`src/rtl/ex_muldiv_divider_if.sv`:
```
// Request/response signals between the EX-stage control and the iterative divider.
interface ex_muldiv_divider_if #(parameter int XLEN = 32);
   logic            start;
   logic            flush;
   logic [1:0]      op;
   logic [XLEN-1:0] rs1_data;
   logic [XLEN-1:0] rs2_data;
   logic [4:0]      rd_addr;
   logic            busy;
   logic            done;
   logic [XLEN-1:0] result;
   logic [4:0]      done_rd_addr;

   modport master (
      output start, flush, op, rs1_data, rs2_data, rd_addr,
      input  busy, done, result, done_rd_addr
   );

   modport slave (
      input  start, flush, op, rs1_data, rs2_data, rd_addr,
      output busy, done, result, done_rd_addr
   );
endinterface

```
`src/rtl/ex_muldiv_divider.sv`:
```
// Iterative restoring divider for RISC-V DIV/DIVU/REM/REMU, one quotient bit per cycle.
// Divide-by-zero and signed overflow bypass the iteration and complete in one cycle.
module ex_muldiv_divider #(
   parameter int XLEN = 32
) (
   input  logic                 clk,
   input  logic                 rst,
   ex_muldiv_divider_if.slave   bus
);
   localparam logic [XLEN-1:0] MIN_NEG = {1'b1, {(XLEN-1){1'b0}}};

   typedef enum logic [1:0] {IDLE, CALC, DONE} state_t;

   typedef struct packed {
      logic       is_rem;
      logic       qneg;
      logic       rneg;
      logic [4:0] rd;
   } ctx_t;

   state_t          state, state_nxt;
   ctx_t            ctx;
   logic [XLEN-1:0] dvd, dvs, rem;
   logic [5:0]      cnt;

   logic            sgn, s1, s2, div0, ovf, special, accept, last, qbit;
   logic [XLEN-1:0] abs1, abs2, spec_res, rem_nxt, quo_nxt, fin;
   logic [XLEN:0]   rem_sh, trial;

   // Operand conditioning in IDLE; unsigned ops take raw values.
   assign sgn      = ~bus.op[0];
   assign s1       = sgn & bus.rs1_data[XLEN-1];
   assign s2       = sgn & bus.rs2_data[XLEN-1];
   assign abs1     = s1 ? -bus.rs1_data : bus.rs1_data;
   assign abs2     = s2 ? -bus.rs2_data : bus.rs2_data;
   assign div0     = (bus.rs2_data == '0);
   assign ovf      = sgn & (bus.rs1_data == MIN_NEG) & (bus.rs2_data == '1);
   assign special  = div0 | ovf;
   assign spec_res = div0 ? (bus.op[1] ? bus.rs1_data : '1)
                          : (bus.op[1] ? '0 : MIN_NEG);
   assign accept   = (state == IDLE) && bus.start && !bus.flush;

   // The quotient shifts into dvd from the LSB as dividend bits leave the MSB.
   assign rem_sh  = {rem, dvd[XLEN-1]};
   assign trial   = rem_sh - {1'b0, dvs};
   assign qbit    = ~trial[XLEN];
   assign rem_nxt = qbit ? trial[XLEN-1:0] : rem_sh[XLEN-1:0];
   assign quo_nxt = {dvd[XLEN-2:0], qbit};
   assign last    = (cnt == 6'(XLEN-1));
   assign fin     = ctx.is_rem ? (ctx.rneg ? -rem_nxt : rem_nxt)
                               : (ctx.qneg ? -quo_nxt : quo_nxt);

   always_ff @(posedge clk or posedge rst) begin
      if (rst) state <= IDLE;
      else     state <= state_nxt;
   end

   always_comb begin
      state_nxt = state;
      bus.done  = 1'b0;
      bus.busy  = (state != IDLE);
      case (state)
         IDLE: if (bus.start) state_nxt = special ? DONE : CALC;
         CALC: if (last) state_nxt = DONE;
         DONE: begin
            state_nxt = IDLE;
            bus.done  = 1'b1;
         end
         default: state_nxt = IDLE;
      endcase
      if (bus.flush) begin
         state_nxt = IDLE;
         bus.done  = 1'b0;
      end
   end

   always_ff @(posedge clk or posedge rst) begin
      if (rst) begin
         ctx              <= '0;
         dvd              <= '0;
         dvs              <= '0;
         rem              <= '0;
         cnt              <= '0;
         bus.result       <= '0;
         bus.done_rd_addr <= '0;
      end else if (accept) begin
         ctx.is_rem <= bus.op[1];
         ctx.qneg   <= ~bus.op[1] & (s1 ^ s2);
         ctx.rneg   <= bus.op[1] & s1;
         ctx.rd     <= bus.rd_addr;
         dvd        <= abs1;
         dvs        <= abs2;
         rem        <= '0;
         cnt        <= '0;
         if (special) begin
            bus.result       <= spec_res;
            bus.done_rd_addr <= bus.rd_addr;
         end
      end else if (state == CALC && !bus.flush) begin
         dvd <= quo_nxt;
         rem <= rem_nxt;
         cnt <= cnt + 6'd1;
         if (last) begin
            bus.result       <= fin;
            bus.done_rd_addr <= ctx.rd;
         end
      end
   end
endmodule

```
`src/flat_wrapper.sv`:
```
// flat-port wrapper written by rule: the top's interface ports become plain ports
module ex_muldiv_divider_flat 
#(
   parameter int XLEN = 32
)
  (clk, rst, bus_start, bus_flush, bus_op, bus_rs1_data, bus_rs2_data, bus_rd_addr, bus_busy, bus_done, bus_result, bus_done_rd_addr);
  ex_muldiv_divider_if #(.XLEN(XLEN)) bus_i ();
  input  logic clk;
  input  logic rst;
  input wire logic [$bits(bus_i.start)-1:0] bus_start;
  input wire logic [$bits(bus_i.flush)-1:0] bus_flush;
  input wire logic [$bits(bus_i.op)-1:0] bus_op;
  input wire logic [$bits(bus_i.rs1_data)-1:0] bus_rs1_data;
  input wire logic [$bits(bus_i.rs2_data)-1:0] bus_rs2_data;
  input wire logic [$bits(bus_i.rd_addr)-1:0] bus_rd_addr;
  output wire logic [$bits(bus_i.busy)-1:0] bus_busy;
  output wire logic [$bits(bus_i.done)-1:0] bus_done;
  output wire logic [$bits(bus_i.result)-1:0] bus_result;
  output wire logic [$bits(bus_i.done_rd_addr)-1:0] bus_done_rd_addr;
  assign bus_i.start = bus_start;
  assign bus_i.flush = bus_flush;
  assign bus_i.op = bus_op;
  assign bus_i.rs1_data = bus_rs1_data;
  assign bus_i.rs2_data = bus_rs2_data;
  assign bus_i.rd_addr = bus_rd_addr;
  assign bus_busy = bus_i.busy;
  assign bus_done = bus_i.done;
  assign bus_result = bus_i.result;
  assign bus_done_rd_addr = bus_i.done_rd_addr;
  ex_muldiv_divider #(.XLEN(XLEN)) u_core (.clk(clk), .rst(rst), .bus(bus_i));
endmodule
```
`config.mk`:
```
export PLATFORM = sky130hd
export DESIGN_NAME = ex_muldiv_divider_flat
export DESIGN_NICKNAME = d
export VERILOG_FILES = /design/src/rtl/ex_muldiv_divider_if.sv /design/src/rtl/ex_muldiv_divider.sv /design/src/flat_wrapper.sv
export SDC_FILE = /design/constraint.sdc
export NUM_CORES = 1
export LEC_CHECK = 0
export ABC_AREA = 1
export CAP_MARGIN = 20
export CORE_ASPECT_RATIO = 2
export CORE_MARGIN = 3
export CORE_UTILIZATION = 55
export CTS_CLUSTER_SIZE = 8
export DETAILED_ROUTE_END_ITERATION = 7
export PLACE_DENSITY = 0.88
export REMOVE_ABC_BUFFERS = 1
export SKIP_LAST_GASP = 1
export SYNTH_ARGS = -nofsm -noshare
export SYNTH_HDL_FRONTEND = slang
export SYNTH_SLANG_ARGS = --single-unit
```
`constraint.sdc`:
```
create_clock -name clk -period 7.45 [get_ports clk]
set_clock_uncertainty 0.2 [all_clocks]
set_input_delay 1.49 -clock clk [delete_from_list [all_inputs] [get_ports clk]]
set_output_delay 1.49 -clock clk [all_outputs]
set_load 0.005 [all_outputs]
```
======== After elaboration in Yosys (flattened, before gate mapping) ========
Index checks and enable logic that the tools add are counted.
operators by class
  bitwise gates (word level) .............. 11
  mux-type cells .......................... 30
  $add $sub $neg .......................... 6
  eq/ne operators ......................... 8
  reductions and logical operators ........ 11
operators by type and width
  cell                    number
  $mux W32                17
  $neg A32 Y32            4
  $eq A32 B32 Y1 const B  2
  $sub A33 B32 Y33        1
  $logic_not A32 Y1       1
  $mux W5                 4
  $mux W6                 2
  $mux W2                 4
  $add A6 B1 Y6 const B   1
  $and A1 B1 Y1           6
  $eq A6 B5 Y1 const B    1
  $reduce_bool A2 Y1      3
  $pmux W2 S2             1
  $logic_and A1 B1 Y1     3
  $ne A3 B2 Y1 const B    1
  $ne A3 B3 Y1 const B    1
  $not A1 Y1              3
  $reduce_and A3 Y1       1
  $eq A2 B1 Y1 const B    1
  $eq A2 B2 Y1 const B    1
  $logic_not A2 Y1        1
  $mux W1                 2
  $ne A2 B1 Y1 const B    1
  $reduce_and A2 Y1       1
  3 further kinds         3
word-level totals
  bits of input ports ..................... 75
  output and inout bits ................... 39
  flip-flop bits (word level) ............. 149
  word-level logic and storage cells ...... 77

======== Depth between registers and ports, before layout ========
Gate-level depths: netlist (run 1).
  depth after elaboration ................. 8
  depth in mapped cells ................... 35
  depth with buffers taken out ............ 33

======== Worst setup path before layout (run 1) ========
Ideal clock, no wire load.
  path type ............................... register to register
  start point ............................. reg u_core.dvd[31]
  end point ............................... reg u_core.bus.result[30]
  buffers on the path ..................... 2
  data arrival time ....................... 4,014 ps
  required time ........................... 7,128 ps
  cell stages (with the launch flop) ...... 34
  period minus slack after synthesis ...... 4,336 ps
  slack ................................... 3,114 ps
  setup time .............................. 122 ps
  cells stage by stage .................... dfrtp_1 -> inv_1 -> ha_1 -> inv_1 -> fa_1 -> nand2_1 -> nand2_1 -> nand3_1 -> nand2_2 -> nand2_2 -> nand2_2 -> nand2_4 -> nand3_4 -> nand2_8 -> buf_12 -> buf_8 -> ha_1 -> nand2_1 -> nor2_1 -> nand3_1 -> nor3_1 -> nand2_1 -> nor3_2 -> nand2_1 -> nor2_1 -> nand3_1 -> nor2_1 -> nand2_1 -> o21ai_0 -> a21oi_1 -> o21ai_0 -> nand2_1 -> nand2_1 -> a21oi_2
between the ends
  word-level cells in the longest chain between the ends .. 8
  elaborated cells on any way between the ends .. 11
  classes of those cells .................. add/sub: 3; mux: 7; bitwise: 1
ends and longest elaborated chain
  what                                           RTL line                                          source
  from (decl)                                    ex_muldiv_divider.sv:23                           logic [XLEN-1:0] dvd, dvs, rem;
  from (signal assigned)                         ex_muldiv_divider.sv:91                           dvd <= abs1;
  from (signal assigned)                         ex_muldiv_divider.sv:100                          dvd <= quo_nxt;
  $sub A33 B32 Y33                               ex_muldiv_divider.sv:45                           assign trial = rem_sh - {1'b0, dvs};
  $mux W32 / $not A1 Y1 (equally long branches)  ex_muldiv_divider.sv:47, ex_muldiv_divider.sv:46
  $neg A32 Y32, on equally long branches         ex_muldiv_divider.sv:50, ex_muldiv_divider.sv:51
  $mux W32, on equally long branches             ex_muldiv_divider.sv:50, ex_muldiv_divider.sv:51
  $mux W32 *                                     ex_muldiv_divider.sv:50                           assign fin = ctx.is_rem ? (ctx.rneg ? -rem_nxt : rem_nxt)
  $mux W32 *                                     ex_muldiv_divider.sv:103                          if (last) begin
  $mux W32 *                                     ex_muldiv_divider.sv:99                           end else if (state == CALC && !bus.flush) begin
  $mux W32 *                                     ex_muldiv_divider.sv:86                           end else if (accept) begin
  to (signal assigned)                           ex_muldiv_divider.sv:96                           bus.result <= spec_res;
  to (signal assigned)                           ex_muldiv_divider.sv:104                          bus.result <= fin;
  to (decl)                                      ex_muldiv_divider_if.sv:21                        output busy, done, result, done_rd_addr
Every way passes the cells marked *; elsewhere a longest branch is shown, timed or not. The select of a mux whose other input is x is not followed.
A chain may end at the register's enable or synchronous reset.

======== Final worst setup path (run 1) ========
  start point ............................. reg u_core.dvs[27]
  end point ............................... reg u_core.bus.result[30]
between the ends
  word-level cells in the longest chain between the ends .. 8
  elaborated cells on any way between the ends .. 11
  classes of those cells .................. add/sub: 3; mux: 7; bitwise: 1
ends and longest elaborated chain
  what                                           RTL line                                          source
  from (decl)                                    ex_muldiv_divider.sv:23
  from (signal assigned)                         ex_muldiv_divider.sv:92                           dvs <= abs2;
  $sub A33 B32 Y33 *                             ex_muldiv_divider.sv:45
  $mux W32 / $not A1 Y1 (equally long branches)  ex_muldiv_divider.sv:47, ex_muldiv_divider.sv:46
  $neg A32 Y32, on equally long branches         ex_muldiv_divider.sv:50, ex_muldiv_divider.sv:51
  $mux W32, on equally long branches             ex_muldiv_divider.sv:50, ex_muldiv_divider.sv:51
  $mux W32 *                                     ex_muldiv_divider.sv:50
  $mux W32 *                                     ex_muldiv_divider.sv:103
  $mux W32 *                                     ex_muldiv_divider.sv:99
  $mux W32 *                                     ex_muldiv_divider.sv:86
Marked as above.

==> results.cfg, run 1 <==
[run_status]
status = complete, but fails checks
violations = DRC

[yosys]
syn_avg_cell_area_um2 = 6.17
async_reset_ff_share_pct = 100
yosysSeqAreaShare_pct = 27.8
ys_ff_latch = 149
ys.flop_type = dfrtp_1
ys_types = 55
postSynthCellCount = 2169
synth_edf_count = 0
ys_warn_count = 0
synth_area_um2 = 13400

[placement]
io_buffer_count = 113
placed_area_um2 = 14600
hpwl_um = 36000
dpl_worst_slack_ns = 1.82
gp_congestion = 1.02

[pwr]
p_per_area_nw_per_um2 = 475
peakVddDrop_v = 0.000236
p_leak_nw = 7.80

[final_layout]
drive_above_1_share_pct = 6.17
fin_util_pct = 63.4
syn_to_final_growth_pct = 13.4
diodes = 0
nets = 2353
fin_area_um2 = 15200

[worst_hold_path]
min_from = u_core.ctx[1]
hp-class = flip-flop to flip-flop

[floorplanning]
die-height_um = 227
die_area_um2 = 26400
placeableCoreArea_um2 = 23900
ios = 114
rows = 80
initial_core_util_pct = 56.0
die-width_um = 116

[critical_path]
crit_path_end_kind = flip-flop
crit_required_ns = 7.59
startpoint_type = flip-flop
crit_fanout = 35
worstSetupStartpoint = u_core.dvs[27]
worstSetupPathType = flip-flop to flip-flop
critPathArrivalTime_ns = 5.46
r2r-start = u_core.dvs[27]

[clocking]
clk_pin_slew_ns = 0.07
cts_made_buffers = 17
h-tree-depth = 4
cts_tree = done
cts_setup_buffers = 0
clock_latency_ns = 0.46
cts_max_path_buffers = 2
root_buffer = clkbuf_16
cts_hold_buf = 0
cts_sinks = 149
cts_resized = 0

[detailed_routing]
drt_first_iter_violations = 1288
antenna_left = 0
avgViaCountPerCell = 5.97
drt_first_pass_iters = 8
wire_per_inst_um = 18.6
via_count = 15100
routed_wl_um = 47200
drc = 1

[global_route]
first_global_vias = 15000
antenna_found_initial = 0
grt_pass1_wl_um = 74700
track_usage_pct = 36.7
grt_max_degree = 87
overflow = 0

[flow_run]
drv_cap = 0

[timing]
setup_tns_ns = 0
worstMarginPinSlew_ns = 0.942
relSlewSlack_pct = 36.8
fmax_mhz = 188
rsz0062_at_grt = no
finalSetupViolCount = 0
setup_slack_ns = 2.13
fin_crit_ns = 5.32
fin_crit_sh_pct = 71.4
finalMaxSlewViolations = 0
timing_hold_violations_final = 0
cells in the final DEF, fill, tap and decap left out, drive strengths merged, types with 2 or more instances in the layout:
cell type        n
nand4           30
o211ai           8
buf             13
a21o             2
clkbuf          18
o21a             2
dfrtp          149
and2             6
or2              4
o21bai           3
o31ai            5
inv            328
clkinv           8
a21oi          119
a41oi            2
o22ai           38
ha              38
nor2           214
o21ai          110
clkdlybuf4s50  113
xor2            20
a31oi            8
nand3          200
o221ai          30
clkinvlp         2
nand3b           9
nor3            39
xnor2           15
nor4             4
nand2          708
worst max-delay path, stage by stage (launching register included):
cell,delay (ns)
dfrtp_1,0.37
inv_1,0.23
ha_1,0.38
a21oi_2,0.25
nand2_1,0.09
nand2_1,0.06
nand2_1,0.10
a21oi_4,0.26
nand3_4,0.27
nand2_8,0.32
ha_1,0.24
nand2_1,0.06
nor2_1,0.17
nand3_1,0.16
nor3_1,0.28
nand2_1,0.16
nor3_2,0.23
nand2_1,0.14
nor2_1,0.19
nand3_1,0.17
nor2_1,0.12
nand2_1,0.07
o21ai_0,0.27
a21oi_1,0.10
o21ai_0,0.09
nand2_1,0.07
nand2_1,0.07
a21oi_2,0.06
metal layers:
metal / vias up / GRT usage (%) / part of all wire, % / wire [um]
met5: - / 0 / 0 / 0
met4: 0 / 34.3 / 11 / 5140
met3: 270 / 6.38 / 6.7 / 3140
met2: 787 / 62.4 / 50 / 23500
met1: 6938 / 36.7 / 33 / 15400
li1: 7152 / - / - / -
registers in the layout, indices dropped and copies added (netlist names):
register / flops
u_core.rem: 32
u_core.cnt: 6
u_core.ctx: 8
u_core.dvs: 32
u_core.state: 2
u_core.bus.result: 32
u_core.bus.done_rd_addr: 5
u_core.dvd: 32
kinds of logic (layout without fill, tap and decap cells):
kind of cell,after synthesis,after routing,synth area share [%]
adders and majority gates,39,39,3.70
xor gates and xnor gates,35,35,2.29
buffers and inverters,399,482,12.0
and+or+nand+nor,1217,1217,39.8
AOI/OAI and AO/OA,330,330,14.4
DFF,149,149,27.8
Yosys cell counts, drive strengths merged (5+ instances only):
library cell | n | area (um^2)
xnor2 | 15 | 131
dfrtp | 149 | 3730
nand3b | 9 | 67.6
nor2 | 214 | 871
o21ai | 110 | 558
o22ai | 38 | 238
o211ai | 8 | 65.1
o221ai | 30 | 263
xor2 | 20 | 175
clkinv | 5 | 18.8
buf | 26 | 203
o31ai | 5 | 37.5
and2 | 6 | 37.5
nand2 | 708 | 2800
nand4 | 30 | 194
a21oi | 119 | 622
a31oi | 8 | 50.1
inv | 319 | 1200
nor3 | 39 | 250
ha | 38 | 475
clkbuf | 49 | 184
nand3 | 200 | 1040
area by class of cell:
class | instances | area, um^2
Fill cell | 2166 | 8740
Multi-Input combinational cell | 1621 | 8080
Sequential cell | 149 | 3730
Timing Repair Buffer | 126 | 1230
Inverter | 324 | 1220
Clock buffer | 18 | 429
Tap cell | 287 | 359
Clock inverter | 14 | 135
final timing paths:
path	slack, ns	end	cells past startpoint
setup / recovery	2.13	u_core.bus.result[30]	27
hold / removal	0.28	u_core.ctx[1]	2
setup reg to reg	2.13	u_core.bus.result[30]	27
hold reg to reg	0.28	u_core.ctx[1]	2
max in group asynchronous	4.36	u_core.rem[28]	3
min in group asynchronous	1.34	u_core.state[1]	2
per-stage QoR:
| stage | hold WS (ns) | instances | total power [mW] |
|---|---|---|---|
| finish | 0.282 | 2539 | 7.20 |
| global route | 0.305 | 2539 | 7.79 |
| CTS | 0.281 | 2539 | 7.06 |
| detailed placement | 0.264 | 2507 | 6.18 |
| global placement | 0.257 | 2507 | 6.08 |
| floorplan | 0.244 | 2094 | 4.72 |
where the power goes:
group | switching [mW] | internal (mW)
sequential | 0.233 | 1.10
combinational | 3.38 | 1.64
clock | 0.407 | 0.442
total | 4.02 | 3.19
No activity file was read; power rests on OpenSTA's default activity.
==> run 2, diff against run 1 <==
clock period = 5.4 ns   (was 7.45 ns; I/O delays follow)
==> results.cfg, run 2 (synthesis gave the netlist of run 1 again) <==
[global_route]
first_global_vias = 14800
antenna_found_initial = 0
overflow = 0
met2_usage_pct = 65.1
grt_util_met3_pct = 6.25
grt_use_met1_pct = 39.5
track_usage_pct = 38.2
grt_pass1_wl_um = 77300
grt.busiest_layer = met2
grt_max_degree = 104

[floorplanning]
ios = 114
initial_core_util_pct = 56.0
placeableCoreArea_um2 = 23900
die-width_um = 116
die_area_um2 = 26400
rows = 80
die-height_um = 227

[final_layout]
final_common_cell = nand2_1
syn_to_final_growth_pct = 14.1
fin_area_um2 = 15300
nFillCells = 2261
seqCellArea_um2 = 3730
drive_above_1_share_pct = 6.55
layout_common_cells = nand2_1 (670), inv_1 (311), nand3_1 (195), nor2_1 (194), dfrtp_1 (149)
multi_input_area_um2 = 8090
instances_no_fill = 2546
diodes = 0
nets = 2361
fin_util_pct = 63.8

[pwr]
seqPwrFrac_pct = 18.4
p_per_area_nw_per_um2 = 661
p_int_mw = 4.48
peakVddDrop_v = 0.000319
comb_power_share_pct = 69.7
netSwitchingFraction_pct = 55.6
clkPwrFrac_pct = 11.9
p_switching_mw = 5.62
p_leak_nw = 7.86

[critical_path]
crit_top_cell = nand2_1
crit_required_ns = 5.58
crit_fanout = 11
startpoint_type = flip-flop
crit_path_end_kind = flip-flop
worstSetupPathType = flip-flop to flip-flop
slowest_delay_ns = 0.45
critPathArrivalTime_ns = 5.09
cpMaxStageDelayCell = fa_1

[placement]
io_buffer_count = 113
gp_congestion = 1.00
placed_area_um2 = 14700
dpl_worst_slack_ns = 0.466
hpwl_um = 38000
place_inst = 2512

[clocking]
cts_sinks = 149
cts_tree = done
cts_hold_buf = 0
cts_made_buffers = 17
root_buffer = clkbuf_16
clock_latency_ns = 0.46
clk_pin_slew_ns = 0.07
cts_max_path_buffers = 2
h-tree-depth = 4

[detailed_routing]
antenna_left = 0
drt_first_iter_violations = 1312
drc = 0
avgViaCountPerCell = 5.91
routed_wl_um = 49100
drt_first_pass_iters = 6
wire_per_inst_um = 19.3
via_count = 15000

[timing]
relSlewSlack_pct = 24.7
timing_hold_violations_final = 0
rsz0062_at_grt = no
fin_crit_sh_pct = 91.0
fmax_mhz = 203
finalMaxSlewViolations = 0
finalSetupViolCount = 0
whs_ns = 0.285
worstMarginPinSlew_ns = 1.13
fin_crit_ns = 4.92
setup_slack_ns = 0.484

[worst_hold_path]
hp-class = flip-flop to flip-flop

[flow_run]
drv_cap = 0

[run_status]
status = finished, final reports clean
-- run 2: worst max-delay path, delay by kind of cell (launching register included) --
family	cells	cell delay, ns
DFF	1	0.36
adders and majority gates	3	0.78
and+or+nand+nor	25	3.04
AOI/OAI and AO/OA	2	0.28
buffers and inverters	2	0.16
-- run 2: final timing paths --
check                                        end  cells after the start  slack (ns)            from
max                        u_core.bus.result[28]                     32        0.48  u_core.dvd[31]
min                                u_core.ctx[4]                      2        0.28   u_core.ctx[4]
max reg2reg                u_core.bus.result[28]                     32        0.48  u_core.dvd[31]
min reg2reg                        u_core.ctx[4]                      2        0.28   u_core.ctx[4]
max in group asynchronous         u_core.dvd[29]                      3        3.02             rst
min in group asynchronous        u_core.state[0]                      2        1.01             rst
-- run 2: repair_timing --
action,4_1_cts,5_1_grt
resized for setup,0,2
setup endpoints to repair,0,4
setup buffers,0,3
-- run 2: cell type report --
cell class | count | area share (%)
inverters | 324 | 8.00
repair buffers | 134 | 8.52
clock buffers | 18 | 2.88
clock inverters | 13 | 0.893
multi-input cells | 1621 | 53.0
well taps | 287 | 2.35
flip-flops and latches | 149 | 24.4
-- run 2: power by group through the flow --
stage               clock (mW)  sequential [mW]  combinational (mW)
global route              1.25             1.91                7.79
detailed placement           0             1.86                6.81
floorplan                    0             1.79                4.72
finish                    1.20             1.86                7.04
global placement             0             1.84                6.75
CTS                       1.21             1.84                6.86
-- run 2: layer usage --
layer	vias up	part of all wire, %
li1	7143	-
met1	6878	33
met2	755	50
met3	268	6.3
met4	0	11
met5	-	0
-- run 2: stage by stage --
step,power [mW],TNS (ns)
floorplan,6.52,-94.98
global placement,8.60,0
detailed placement,8.67,0
CTS,9.91,0
global route,10.9,0
finish,10.1,0
